===== src/rtl/fetch_unit_if.sv =====
// Signal bundle between the fetch stage, its instruction ROM and the control unit.
// The master modport is the fetch stage side; slave is the ROM/uc/datapath side.
interface fetch_unit_if #(
    parameter int unsigned PC_W    = 10,
    parameter int unsigned INSTR_W = 16
);
    logic               s_inc;
    logic               stall;
    logic [PC_W-1:0]    imem_addr;
    logic [INSTR_W-1:0] imem_rdata;
    logic [INSTR_W-1:0] instr;
    logic [5:0]         opcode;
    logic [PC_W-1:0]    pc;
    logic               instr_valid;

    modport master (
        input  s_inc,
        input  stall,
        input  imem_rdata,
        output imem_addr,
        output instr,
        output opcode,
        output pc,
        output instr_valid
    );

    modport slave (
        output s_inc,
        output stall,
        output imem_rdata,
        input  imem_addr,
        input  instr,
        input  opcode,
        input  pc,
        input  instr_valid
    );
endinterface


===== src/rtl/fetch_unit.sv =====
// Instruction fetch stage: owns the PC, drives a synchronous-read ROM and presents the
// fetched instruction with a valid flag; a taken jump costs one squashed cycle.
module fetch_unit #(
    parameter int unsigned     PC_W     = 10,
    parameter int unsigned     INSTR_W  = 16,
    parameter logic [PC_W-1:0] RESET_PC = '0
) (
    input  logic         clk,
    input  logic         reset,
    fetch_unit_if.master bus
);
    localparam logic [PC_W-1:0] PcOne = PC_W'(1);

    typedef enum logic [1:0] {StBoot, StRun, StBubble} state_e;

    state_e             state_q, state_d;
    logic [PC_W-1:0]    fetch_pc_q, fetch_pc_d;  // address currently presented to the ROM
    logic [PC_W-1:0]    instr_pc_q, instr_pc_d;  // address of the presented instruction
    logic [INSTR_W-1:0] hold_instr_q, hold_instr_d;
    logic               hold_valid_q, hold_valid_d;
    logic [INSTR_W-1:0] instr;

    // While stalled the ROM has already moved on to the next word, so the held copy is used.
    assign instr = hold_valid_q ? hold_instr_q : bus.imem_rdata;

    always_comb begin
        state_d      = state_q;
        fetch_pc_d   = fetch_pc_q;
        instr_pc_d   = instr_pc_q;
        hold_instr_d = hold_instr_q;
        hold_valid_d = hold_valid_q;

        unique case (state_q)
            StBoot, StBubble: begin
                instr_pc_d   = fetch_pc_q;
                fetch_pc_d   = fetch_pc_q + PcOne;
                hold_valid_d = 1'b0;
                state_d      = StRun;
            end
            StRun: begin
                if (bus.stall) begin
                    if (!hold_valid_q) begin
                        hold_instr_d = bus.imem_rdata;
                        hold_valid_d = 1'b1;
                    end
                end else begin
                    hold_valid_d = 1'b0;
                    if (bus.s_inc) begin
                        instr_pc_d = fetch_pc_q;
                        fetch_pc_d = fetch_pc_q + PcOne;
                    end else begin
                        fetch_pc_d = instr[PC_W-1:0];
                        state_d    = StBubble;
                    end
                end
            end
            default: state_d = StBoot;
        endcase
    end

    always_ff @(posedge clk) begin
        if (reset) begin
            state_q      <= StBoot;
            fetch_pc_q   <= RESET_PC;
            instr_pc_q   <= RESET_PC;
            hold_instr_q <= '0;
            hold_valid_q <= 1'b0;
        end else begin
            state_q      <= state_d;
            fetch_pc_q   <= fetch_pc_d;
            instr_pc_q   <= instr_pc_d;
            hold_instr_q <= hold_instr_d;
            hold_valid_q <= hold_valid_d;
        end
    end

    assign bus.imem_addr   = fetch_pc_q;
    assign bus.instr       = instr;
    assign bus.opcode      = instr[INSTR_W-1 -: 6];
    assign bus.pc          = instr_pc_q;
    assign bus.instr_valid = (state_q == StRun);
endmodule


===== src/flat_wrapper.sv =====
// flat-port wrapper written by rule: the top's interface ports become plain ports
module fetch_unit_flat 
#(
    parameter int unsigned     PC_W     = 10,
    parameter int unsigned     INSTR_W  = 16,
    parameter logic [PC_W-1:0] RESET_PC = '0
)
  (clk, reset, bus_s_inc, bus_stall, bus_imem_rdata, bus_imem_addr, bus_instr, bus_opcode, bus_pc, bus_instr_valid);
  fetch_unit_if #(.PC_W(PC_W), .INSTR_W(INSTR_W)) bus_i ();
  input  logic clk;
  input  logic reset;
  input wire logic [$bits(bus_i.s_inc)-1:0] bus_s_inc;
  input wire logic [$bits(bus_i.stall)-1:0] bus_stall;
  input wire logic [$bits(bus_i.imem_rdata)-1:0] bus_imem_rdata;
  output wire logic [$bits(bus_i.imem_addr)-1:0] bus_imem_addr;
  output wire logic [$bits(bus_i.instr)-1:0] bus_instr;
  output wire logic [$bits(bus_i.opcode)-1:0] bus_opcode;
  output wire logic [$bits(bus_i.pc)-1:0] bus_pc;
  output wire logic [$bits(bus_i.instr_valid)-1:0] bus_instr_valid;
  assign bus_i.s_inc = bus_s_inc;
  assign bus_i.stall = bus_stall;
  assign bus_i.imem_rdata = bus_imem_rdata;
  assign bus_imem_addr = bus_i.imem_addr;
  assign bus_instr = bus_i.instr;
  assign bus_opcode = bus_i.opcode;
  assign bus_pc = bus_i.pc;
  assign bus_instr_valid = bus_i.instr_valid;
  fetch_unit #(.PC_W(PC_W), .INSTR_W(INSTR_W), .RESET_PC(RESET_PC)) u_core (.clk(clk), .reset(reset), .bus(bus_i));
endmodule

===== config.mk =====
export PLATFORM = sky130hd
export DESIGN_NAME = fetch_unit_flat
export DESIGN_NICKNAME = d
export VERILOG_FILES = /design/src/rtl/fetch_unit_if.sv /design/src/rtl/fetch_unit.sv /design/src/flat_wrapper.sv
export SDC_FILE = /design/constraint.sdc
export NUM_CORES = 1
export LEC_CHECK = 0
export CAP_MARGIN = 20
export CORE_MARGIN = 2
export CORE_UTILIZATION = 40
export CTS_BUF_LIST = sky130_fd_sc_hd__clkbuf_8
export CTS_CLUSTER_DIAMETER = 80
export CTS_CLUSTER_SIZE = 10
export DETAILED_ROUTE_END_ITERATION = 8
export DONT_BUFFER_PORTS = 1
export HOLD_SLACK_MARGIN = 0.15
export PLACE_DENSITY = 0.51
export SYNTH_ARGS = -nofsm -noshare
export SYNTH_HDL_FRONTEND = slang
export SYNTH_SLANG_ARGS = --single-unit

===== constraint.sdc =====
create_clock -name clk -period 1.9 [get_ports clk]
set_input_delay 0.38 -clock clk [delete_from_list [all_inputs] [get_ports clk]]
set_output_delay 0.38 -clock clk [all_outputs]
set_load 0.02 [all_outputs]

# Yosys cells after proc, flatten, opt, wreduce, memory -nomap -nowiden

Cells that the tools add are included.

Bits in registers: 39
Logic and storage cells: 30

$add $sub $neg: 1
Equality and inequality tests: 5
Multiplexer cells: 12
Reductions and logical operators: 7

Operators by type and width:

| operator                | number |
|---|---|
| $mux W10                | 4 |
| $pmux W10 S2            | 2 |
| $mux W16                | 1 |
| $add A10 B1 Y10 const B | 1 |
| $ne A2 B2 Y1 const B    | 3 |
| $reduce_and A2 Y1       | 3 |
| $mux W2                 | 2 |
| $pmux W2 S2             | 1 |
| $reduce_and A3 Y1       | 1 |
| $eq A2 B1 Y1 const B    | 1 |
| $eq A2 B2 Y1 const B    | 1 |
| $logic_not A2 Y1        | 1 |
| $pmux W1 S2             | 1 |
| $reduce_bool A2 Y1      | 1 |
| $reduce_or A2 Y1        | 1 |
| $mux W1                 | 1 |

# Longest topological paths before layout

Gate-level depths: netlist of the first run.

Word-level depth: 4
Depth in mapped cells: 6
Gate-level depth less buffers: 5

# Worst setup path after synthesis of the first run

OpenSTA, ideal clock, no wires.

Path kind: register to output
Start: register u_core.hold_valid_q
End: output port bus_opcode[0]
Arrival time: 1.303 ns
Data required time: 1.520 ns
Setup slack: 0.217 ns
Stages on the path, launching flop included: 5
Path buffers: 3
Cell sequence: dfxtp_1 buf_2 buf_2 mux2_2 buf_4

Cells in the longest elaborated chain, start to end: 1

RTL lines:

| item                     | line               | source |
|---|---|---|
| start: declaration       | fetch_unit.sv:20   | `logic hold_valid_q, hold_valid_d;` |
| start signal: assignment | fetch_unit.sv:73   | `hold_valid_q <= hold_valid_d;` |
| $mux W16                 | -                  |  |
| end: declaration         | flat_wrapper.sv:17 | `output wire logic [$bits(bus_i.opcode)-1:0] bus_opcode;` |

Every way passes these cells.

# Worst setup path after layout of the first run

Start: register u_core.hold_valid_q
End: output port bus_instr[5]

Cells in the longest elaborated chain, start to end: 1

RTL lines:

| item             | line               | source |
|---|---|---|
| $mux W16         | -                  |  |
| end: declaration | flat_wrapper.sv:16 | `output wire logic [$bits(bus_i.instr)-1:0] bus_instr;` |

Every way passes these cells.

==> impl_metrics.tcl, run 1 <==
set metrics [dict create \
    netlist_area_um2 1911 \
    synth_fa_ha_area_frac 0.006549 \
    wl_met2_um 2236 \
    synthCells 220 \
    areaGrowthSynthToFinish_pct 9.365 \
    cts_tree "built" \
    cp_max_fo 14 \
    cp.buffers_inverters 2 \
    diodes 0 \
    ys_types 40 \
    ant_nets 0 \
    period_share 0.9290 \
    yosys-top-cells-count "dfxtp_1, nand2_1, nor2_1" \
    slew_headroom 0.6651 \
    p_sw_mw 0.5246 \
    outcome "complete, no violations" \
    final_max_slew_viol_count 0 \
    crit_path_start_kind "flip-flop" \
    viasPerCell 5.685 \
    grt_overflow 0 \
    cts_max_path_buffers 2 \
    ys_seq_area_frac 0.4086 \
    synth_ff_type "dfxtp_1" \
    cts.sinks 39 \
    synth_top_family_by_area "simple AND/OR/NAND/NOR gates" \
    cp_data_arrival_time_ns 1.39 \
    worst-path-stages 3 \
    setup_tns_ns 0 \
    cts_made_buffers 5 \
    drive_above_1_share 0.1778 \
    grt_pass1_wl_um 7465 \
    num-fill-cells 467 \
    rr_worst_depth 5 \
    ios 63 \
    synth_top_area_cell "dfxtp_1" \
    num_vias 1586 \
    synth_xor_area_frac 0 \
    cts_root_buffer "clkbuf_8" \
    hold_violations 0 \
    min_path_type "in -> reg" \
    worst_r2r_endpoint "u_core.bus.imem_addr[5]" \
    worst_path_dominant_cell_family "flip-flops" \
    finalSetupViolCount 0 \
    finalNetCount 247 \
    dp_hpwl_um 3253 \
    die_h_um 73.11 \
    finClkSkew_ns 0.001624 \
    pwr-share-comb 0.190 \
    synth_compound_area_frac 0.1493 \
    fp.coreArea_um2 4661 \
    required_ns 1.52 \
    numPortBuffers 0 \
    intPower_mw 1.224 \
    max_clock_freq_mhz 566.5 \
    clock_latency_ns 0.28 \
    cp_slowest_cell "dfxtp_2" \
    met1_length_um 1994 \
    critPathMaxStageDelay_ns 0.40 \
    antenna_found_initial 0 \
    synth_nets 241 \
    synth-seq-cells 39 \
    die_x_um 73.11 \
    seqCellArea_um2 782.0 \
    wl_per_cell_um 16.80 \
    period_minus_slack_ns 1.765 \
    synth.most_common_cell "dfxtp_1" \
    drc 0 \
    htree_levels 2 \
    ys_top_cells_by_area "dfxtp_1, mux2i_1, nand2_1" \
    sequentialPowerShare 0.525 \
    gp_congestion 0.9053 \
    reg2reg_slack_ns 0.32 \
    initial_utilization 0.4099 \
    wl_met3_um 346 \
    maxCapViolCount 0 \
    worst_setup_path_end_kind "output port" \
    crit_path_end "bus_instr[5]" \
    p_per_area_nw_per_um2 836.7 \
    fin_hold_ws_ns 0.1606 \
    drt-total-wl_um 4687 \
    critPathKind "reg -> out" \
    top_layer "met4" \
    netSwitchingFraction 0.3001 \
    gr-usage-all-layers 0.1837 \
    setup.worst_path.start "u_core.hold_valid_q" \
    synth_edf_count 0 \
    syn_avg_cell_area_um2 8.684 \
    power_leakage_nw 0.7851 \
    clkPwrFrac 0.286 \
    die_area_um2 5345 \
    yosysWarningCount 0 \
    grt_max_degree 23 \
    dr.first_iter.drc_count 56 \
    ir_drop_mv 0.3775 \
    dr.pass1.iters 4 \
    synth_simple_gate_area_frac 0.1965 \
    tightest_slew_ns 0.5008 \
    timing.rr.start "u_core.state_q[0]" \
    num_rows 25 \
    grt_pass1_vias 1524 \
    clkTransAtPathRegs_ns 0.07 \
    worstPathCellList "buf_12, mux2_2, buf_4" \
    synth_top_area_share 0.4086 \
    async_reset_ff_frac 0 \
    multiInputGateArea_um2 967.2 \
    synth_mux_area_frac 0.1539 \
    rsz0062_at_grt "no" \
]
-- worst min path at each step --
stage | end | slack (ns) | from | depth (start not counted)
3_5_place_dp | u_core.bus.imem_addr[1] | 0.46 | reset | 1
6_report | u_core.hold_instr_q[10] | 0.16 | reset | 1
2_1_floorplan | u_core.hold_instr_q[10] | 0.45 | u_core.hold_instr_q[10] | 2
3_3_place_gp | u_core.bus.imem_addr[0] | 0.45 | reset | 1
5_1_grt | u_core.hold_instr_q[10] | 0.15 | reset | 1
4_1_cts | u_core.hold_instr_q[1] | 0.15 | reset | 1
-- layout by cell type (no fill, tap or decap), drive strengths merged --
master and instances:
nor2 23, a211oi 6, o31ai 1, inv 9, and2 2, nand4 2
a21oi 17, o21ai 11, or3b 1, o21a 1, nand3 6, clkbuf 5
a31oi 1, nor3b 2, mux2 11, nor3 3, a32o 4, ha 1
o22a 1, a22o 1, nor2b 1, nand2 35, nor4 1, or4 2
o211ai 1, o21bai 1, dlygate4sd3 6, and3 1, mux2i 17, buf 13
dfxtp 39
-- logic make-up after synthesis --
logic type,Yosys count
AO/OA/AOI/OAI,45
flip-flops,39
adder cells (fa/ha/maj),1
multiplexers,28
AND/OR/NAND/NOR,79
buffers and inverters,28
-- layout make-up --
type | instances | share of cell area
flip-flops and latches | 39 | 0.3743
well taps | 54 | 0.03234
inverters | 8 | 0.01437
clock inverters | 1 | 0.001796
repair buffers | 19 | 0.08144
multi-input cells | 153 | 0.4629
clock buffers | 5 | 0.03293
-- per-stage QoR --
stage / instances / power (mW) / setup WS, ns / util / cell area (um2)
5_1_grt: 279 / 1.840 / 0.06661 / 0.4483 / 2090
6_report: 279 / 1.748 / 0.1348 / 0.4483 / 2090
3_3_place_gp: 267 / 1.240 / 0.3661 / 0.4196 / 1956
2_1_floorplan: 220 / 1.200 / 0.2170 / - / 1911
3_5_place_dp: 267 / 1.248 / 0.3335 / 0.4196 / 1956
4_1_cts: 276 / 1.764 / 0.01808 / 0.4416 / 2058
-- timing repair --
| item | CTS | global route |
|---|---|---|
| resized for setup | 0 | 1 |
| endpoints found under the hold margin | 11 | 8 |
| hold buffers | 3 | 3 |
| endpoints found under the setup margin | 0 | 3 |
| buffers inserted | 0 | 0 |
-- power groups by stage --
| stage | Sequential, mW | Clock [mW] | Combinational (mW) |
|---|---|---|---|
| global placement | 0.934 | 0 | 0.306 |
| finish | 0.917 | 0.500 | 0.331 |
| CTS | 0.917 | 0.522 | 0.325 |
| floorplan | 0.947 | 0 | 0.254 |
| global route | 0.924 | 0.553 | 0.363 |
| detailed placement | 0.936 | 0 | 0.312 |
-- registers in the layout (all words and copies together), names as in the netlist --
register,cells
u_core.hold_valid_q,1
u_core.bus.imem_addr,10
u_core.state_q,2
u_core.bus.pc,10
u_core.hold_instr_q,16
-- layer usage --
metal / vias to the layer above / GRT usage
met2: 44 / 0.2963
met1: 763 / 0.2239
li1: 770 / -
met4: 0 / 0.07407
met3: 9 / 0.06215
met5: - / 0
Power figures use the tool's default switching activity.
==> run 2, diff against run 1 <==
--- a/config.mk
+++ b/config.mk
@@ -10,11 +10,11 @@
 export CORE_UTILIZATION = 40
 export CTS_BUF_LIST = sky130_fd_sc_hd__clkbuf_8
 export CTS_CLUSTER_DIAMETER = 80
-export CTS_CLUSTER_SIZE = 10
 export DETAILED_ROUTE_END_ITERATION = 8
 export DONT_BUFFER_PORTS = 1
 export HOLD_SLACK_MARGIN = 0.15
 export PLACE_DENSITY = 0.51
+export SETUP_SLACK_MARGIN = 0.5
 export SYNTH_ARGS = -nofsm -noshare
 export SYNTH_HDL_FRONTEND = slang
 export SYNTH_SLANG_ARGS = --single-unit
==> run 2 against run 1 <==
Net effect: die area did not move; fmax rose by 5.6%; cell area grew 25%; register-to-register slack improved by 0.05 ns; final cell count increased by 7.9%; worst hold slack worse by 0.0061 ns.
==> impl_metrics.tcl, run 2 (same netlist as run 1, synthesis figures left out) <==
set metrics [dict create \
    outcome "complete, no violations" \
    clkPwrFrac 0.327 \
    drt-total-wl_um 5644 \
    finalNetCount 267 \
    clkTransAtPathRegs_ns 0.08 \
    cts_max_path_buffers 2 \
    p_total_mw 2.060 \
    gr-usage-all-layers 0.2000 \
    num_vias 1710 \
    max_clock_freq_mhz 598.4 \
    final_common_cell "nand2_1" \
    ant_nets 0 \
    worst_setup_path_end_kind "output port" \
    areaGrowthSynthToFinish_pct 36.61 \
    hold_violations 0 \
    final_util 0.5600 \
    setup_tns_ns 0 \
    cts_tree "built" \
    grt_pass1_vias 1609 \
    critPathKind "reg -> out" \
    dr.first_iter.drc_count 61 \
    regMostFlops "u_core.hold_instr_q" \
    wl_per_cell_um 18.75 \
    num_rows 25 \
    dr.pass1.iters 4 \
    grt_max_degree 23 \
    required_ns 1.52 \
    htree_levels 2 \
    pwr-share-comb 0.210 \
    maxCapViolCount 0 \
    antenna_found_initial 0 \
    crit_path_start_kind "flip-flop" \
    fp.coreArea_um2 4661 \
    grt_overflow 0 \
    die_area_um2 5345 \
    power_leakage_nw 1.004 \
    final_max_slew_viol_count 0 \
    largest_reg_flops 16 \
    rsz0062_at_grt "yes" \
    slew_headroom 0.4661 \
    period_share 0.8796 \
    diodes 0 \
    cts_root_buffer "clkbuf_8" \
    dp_hpwl_um 3183 \
    die_h_um 73.11 \
    ir_drop_mv 0.3857 \
    cp_data_arrival_time_ns 1.29 \
    fin_ws_ns 0.2289 \
    cts.sinks 39 \
    cp_max_fo 4 \
    intPower_mw 1.448 \
    clock_latency_ns 0.29 \
    p_per_area_nw_per_um2 789.4 \
    gp_congestion 0.8393 \
    initial_utilization 0.4099 \
    finClkSkew_ns 0.007357 \
    mostFrequentLayoutCells "nand2_1, dfxtp_1, nor2_1" \
    min_path_type "in -> reg" \
    drive_above_1_share 0.3887 \
    viasPerCell 5.681 \
    drc 0 \
    period_minus_slack_ns 1.671 \
    p_sw_mw 0.6121 \
    tightest_slew_ns 0.8009 \
    preCtsSetupSlack_ns 0.2763 \
    die_x_um 73.11 \
    netSwitchingFraction 0.2971 \
    numPortBuffers 0 \
    cts_made_buffers 5 \
    finalSetupViolCount 0 \
    sequentialPowerShare 0.464 \
    ios 63 \
    grt_pass1_wl_um 8093 \
]
run 2: metrics by stage:
| step | instance area (um2) | hold slack, ns | std cells |
|---|---|---|---|
| 5_1_grt | 2610 | 0.1508 | 301 |
| 3_3_place_gp | 1959 | 0.4457 | 261 |
| 3_5_place_dp | 1959 | 0.4480 | 261 |
| 2_1_floorplan | 2011 | 0.4544 | 220 |
| 6_report | 2610 | 0.1544 | 301 |
| 4_1_cts | 2415 | 0.1501 | 290 |
run 2: cell type report:
cell class,instances,area (um2)
Sequential cell,39,812.0
Multi-Input combinational cell,155,1196
Clock inverter,3,37.54
Fill cell,404,2051
Inverter,8,30.03
Timing Repair Buffer,37,397.9
Clock buffer,5,68.82
Tap cell,54,67.56
run 2: final timing paths:
| kind | endpoint | start | depth (start not counted) | slack, ns |
|---|---|---|---|---|
| worst min register to register | u_core.state_q[0] | u_core.state_q[0] | 1 | 0.48 |
| worst max register to register | u_core.bus.imem_addr[8] | u_core.hold_valid_q | 8 | 0.37 |
| worst max-delay path | bus_instr[11] | u_core.hold_valid_q | 3 | 0.23 |
| worst min-delay path | u_core.bus.imem_addr[6] | reset | 1 | 0.15 |
run 2: repair_timing:
item | 4_1_cts | 5_1_grt
buffers inserted | 16 | 7
pin swaps | 5 | 5
endpoints found under the hold margin | 18 | 5
gates cloned | 1 | 2
hold buffers | 4 | 2
endpoints found under the setup margin | 57 | 60
gates resized for setup | 48 | 27
run 2: metal layers:
metal / global-route usage / wire, um / vias up / share of wire
met3: 0.05525 / 419 / 9 / 0.074
met4: 0.06379 / 51 / 0 / 0.0090
met2: 0.3363 / 2853 / 75 / 0.51
met5: 0 / 0 / - / 0
li1: - / - / 813 / -
met1: 0.2468 / 2319 / 813 / 0.41
run 2: power by group through the flow:
stage               Combinational (mW)  Sequential, mW  Clock (mW)
CTS                              0.369           0.954       0.680
global placement                 0.272           0.969           0
detailed placement               0.276           0.972           0
finish                           0.432           0.955       0.673
global route                     0.464           0.962       0.715
floorplan                        0.275           0.954           0
run 2: worst max-delay path: stages, from the launching register on:
cell and delay, ns:
dfxtp_4 0.37, buf_6 0.14, buf_6 0.12, mux2_4 0.37
==> run 3, diff against run 2 <==
--- a/config.mk
+++ b/config.mk
@@ -13,7 +13,7 @@
 export DETAILED_ROUTE_END_ITERATION = 8
 export DONT_BUFFER_PORTS = 1
 export HOLD_SLACK_MARGIN = 0.15
-export PLACE_DENSITY = 0.51
+export PLACE_DENSITY = 0.53
 export SETUP_SLACK_MARGIN = 0.5
 export SYNTH_ARGS = -nofsm -noshare
 export SYNTH_HDL_FRONTEND = slang
==> constraint.sdc (replaced) <==
create_clock -name clk -period 1.5 [get_ports clk]
set_input_delay 0.3 -clock clk [delete_from_list [all_inputs] [get_ports clk]]
set_output_delay 0.3 -clock clk [all_outputs]
set_load 0.02 [all_outputs]
==> run 3 against run 2 <==
Net effect: global-route usage grew 3.9 points; first-iteration DRC count decreased by 3.3%; sequential share of layout area decreased by 3.2 points; sequential cell count did not move; routed wire length increased by 13%; sequential power increased by 24%; the flow now finishes with violations (setup timing); die area stayed put; utilization is 10 points higher; cell area up 19%; worst hold slack lost 0.091 ns; count of clock-buffer cells in the layout rose by 2; via count is 8.0% higher.
==> impl_metrics.tcl, run 3 (same netlist as run 1, synthesis figures left out) <==
set metrics [dict create \
    min_path_type "in -> reg" \
    cts_root_buffer "clkbuf_8" \
    rsz0062_at_grt "yes" \
    clock_latency_ns 0.30 \
    met1_usage 0.2845 \
    fp.coreArea_um2 4661 \
    gp_congestion 0.8855 \
    cp_max_fo 6 \
    finalInstanceArea_um2 3099 \
    wl_per_cell_um 20.04 \
    finClkSkew_ns 0.006561 \
    clkTransAtPathRegs_ns 0.08 \
    grt_overflow 0 \
    dr.first_iter.drc_count 59 \
    cts_max_path_buffers 2 \
    num-fill-cells 327 \
    diodes 0 \
    violations "setup timing" \
    crit_path_start_kind "flip-flop" \
    cts_made_buffers 5 \
    viasPerCell 5.808 \
    grt_max_degree 36 \
    worst_setup_path_end_kind "output port" \
    intPower_mw 1.861 \
    regMostFlops "u_core.hold_instr_q" \
    maxCapViolCount 0 \
    ios 63 \
    num_rows 25 \
    num_vias 1847 \
    largest_reg_flops 16 \
    drive_above_1_share 0.6629 \
    sequentialPowerShare 0.435 \
    drc 0 \
    period_minus_slack_ns 1.593 \
    placed_area_um2 2111 \
    htree_levels 2 \
    final_common_cell "buf_6" \
    hold_violations 0 \
    cts_tree "built" \
    areaGrowthSynthToFinish_pct 62.21 \
    mostFrequentLayoutCells "buf_6, dfxtp_4, nand2_1" \
    slew_headroom 0.7862 \
    p_sw_mw 0.8532 \
    met3_usage 0.06354 \
    fin_ws_ns -0.09272 \
    grt_util_met2 0.4184 \
    antenna_found_initial 0 \
    max_clock_freq_mhz 627.9 \
    ir_drop_mv 0.7238 \
    cp_data_arrival_time_ns 1.29 \
    numPortBuffers 0 \
    dr.pass1.iters 6 \
    dp_cells 267 \
    grt_pass1_wl_um 9735 \
    p_per_area_nw_per_um2 875.7 \
    ant_nets 0 \
    die_x_um 73.11 \
    finalNetCount 284 \
    final_max_slew_viol_count 0 \
    die_area_um2 5345 \
    dp_hpwl_um 3462 \
    pwr-share-comb 0.275 \
    finalSetupViolCount 18 \
    period_share 1.062 \
    netSwitchingFraction 0.3143 \
    initial_utilization 0.4099 \
    drt-total-wl_um 6373 \
    final_cells 318 \
    outcome "finished, violations left" \
    required_ns 1.20 \
    cts.sinks 39 \
    tightest_slew_ns 0.3195 \
    grt_pass1_vias 1893 \
    clkPwrFrac 0.290 \
    die_h_um 73.11 \
    critPathKind "reg -> out" \
    power_leakage_nw 1.247 \
    busiest_layer "met2" \
    gr-usage-all-layers 0.2389 \
]
==> run 3: layout make-up <==
class | count | area [um2] | area share
Clock buffer | 7 | 96.34 | 0.03109
Clock inverter | 1 | 3.754 | 0.001211
Inverter | 8 | 30.03 | 0.009689
Multi-Input combinational cell | 158 | 1471 | 0.4748
Sequential cell | 39 | 864.6 | 0.2790
Tap cell | 54 | 67.56 | 0.02180
Timing Repair Buffer | 51 | 565.5 | 0.1825
==> run 3: power by group through the flow <==
stage	combinational [mW]	clock [mW]	sequential, mW
after floorplan	0.382	0	1.21
after global placement	0.425	0	1.20
after detailed placement	0.435	0	1.21
after CTS	0.650	0.800	1.18
after global routing	0.792	0.852	1.19
final	0.747	0.787	1.18
==> run 3: critical path: stages, from the launching register on <==
cell and delay [ns]:
dfxtp_4 0.40, buf_12 0.15, mux2_4 0.32, buf_6 0.13
==> run 3: stage by stage <==
step	total power [mW]	setup WS (ns)	TNS [ns]	utilization	hold slack, ns
after floorplan	1.593	0.1164	0	-	0.4435
after global placement	1.624	0.1184	0	0.4529	0.3674
after detailed placement	1.640	0.07754	0	0.4529	0.3686
after CTS	2.630	-0.08203	-0.8894	0.6027	0.05504
after global routing	2.833	-0.1171	-1.271	0.6650	0.04235
final	2.714	-0.09272	-0.7367	0.6650	0.06309
==> run 3: what timing repair did <==
action	CTS	global route
setup buffers	29	7
gates resized for setup	98	60
gates cloned	7	0
hold endpoints to repair	33	33
pin swaps	27	29
endpoints found under the setup margin	81	81
==> run 3: path summary, 6_finish.rpt <==
check | from | end | slack, ns | depth (start not counted)
max | u_core.hold_valid_q | bus_instr[3] | -0.09 | 3
min | reset | u_core.hold_instr_q[11] | 0.06 | 1
max reg2reg | u_core.hold_valid_q | u_core.bus.imem_addr[3] | -0.04 | 7
min reg2reg | u_core.bus.pc[8] | u_core.bus.pc[8] | 0.50 | 2
==> run 3: layer usage <==
metal,part of all wire,routed length [um]
met1,0.39,2494
met2,0.53,3351
met3,0.063,400
met4,0.020,125
met5,0,0
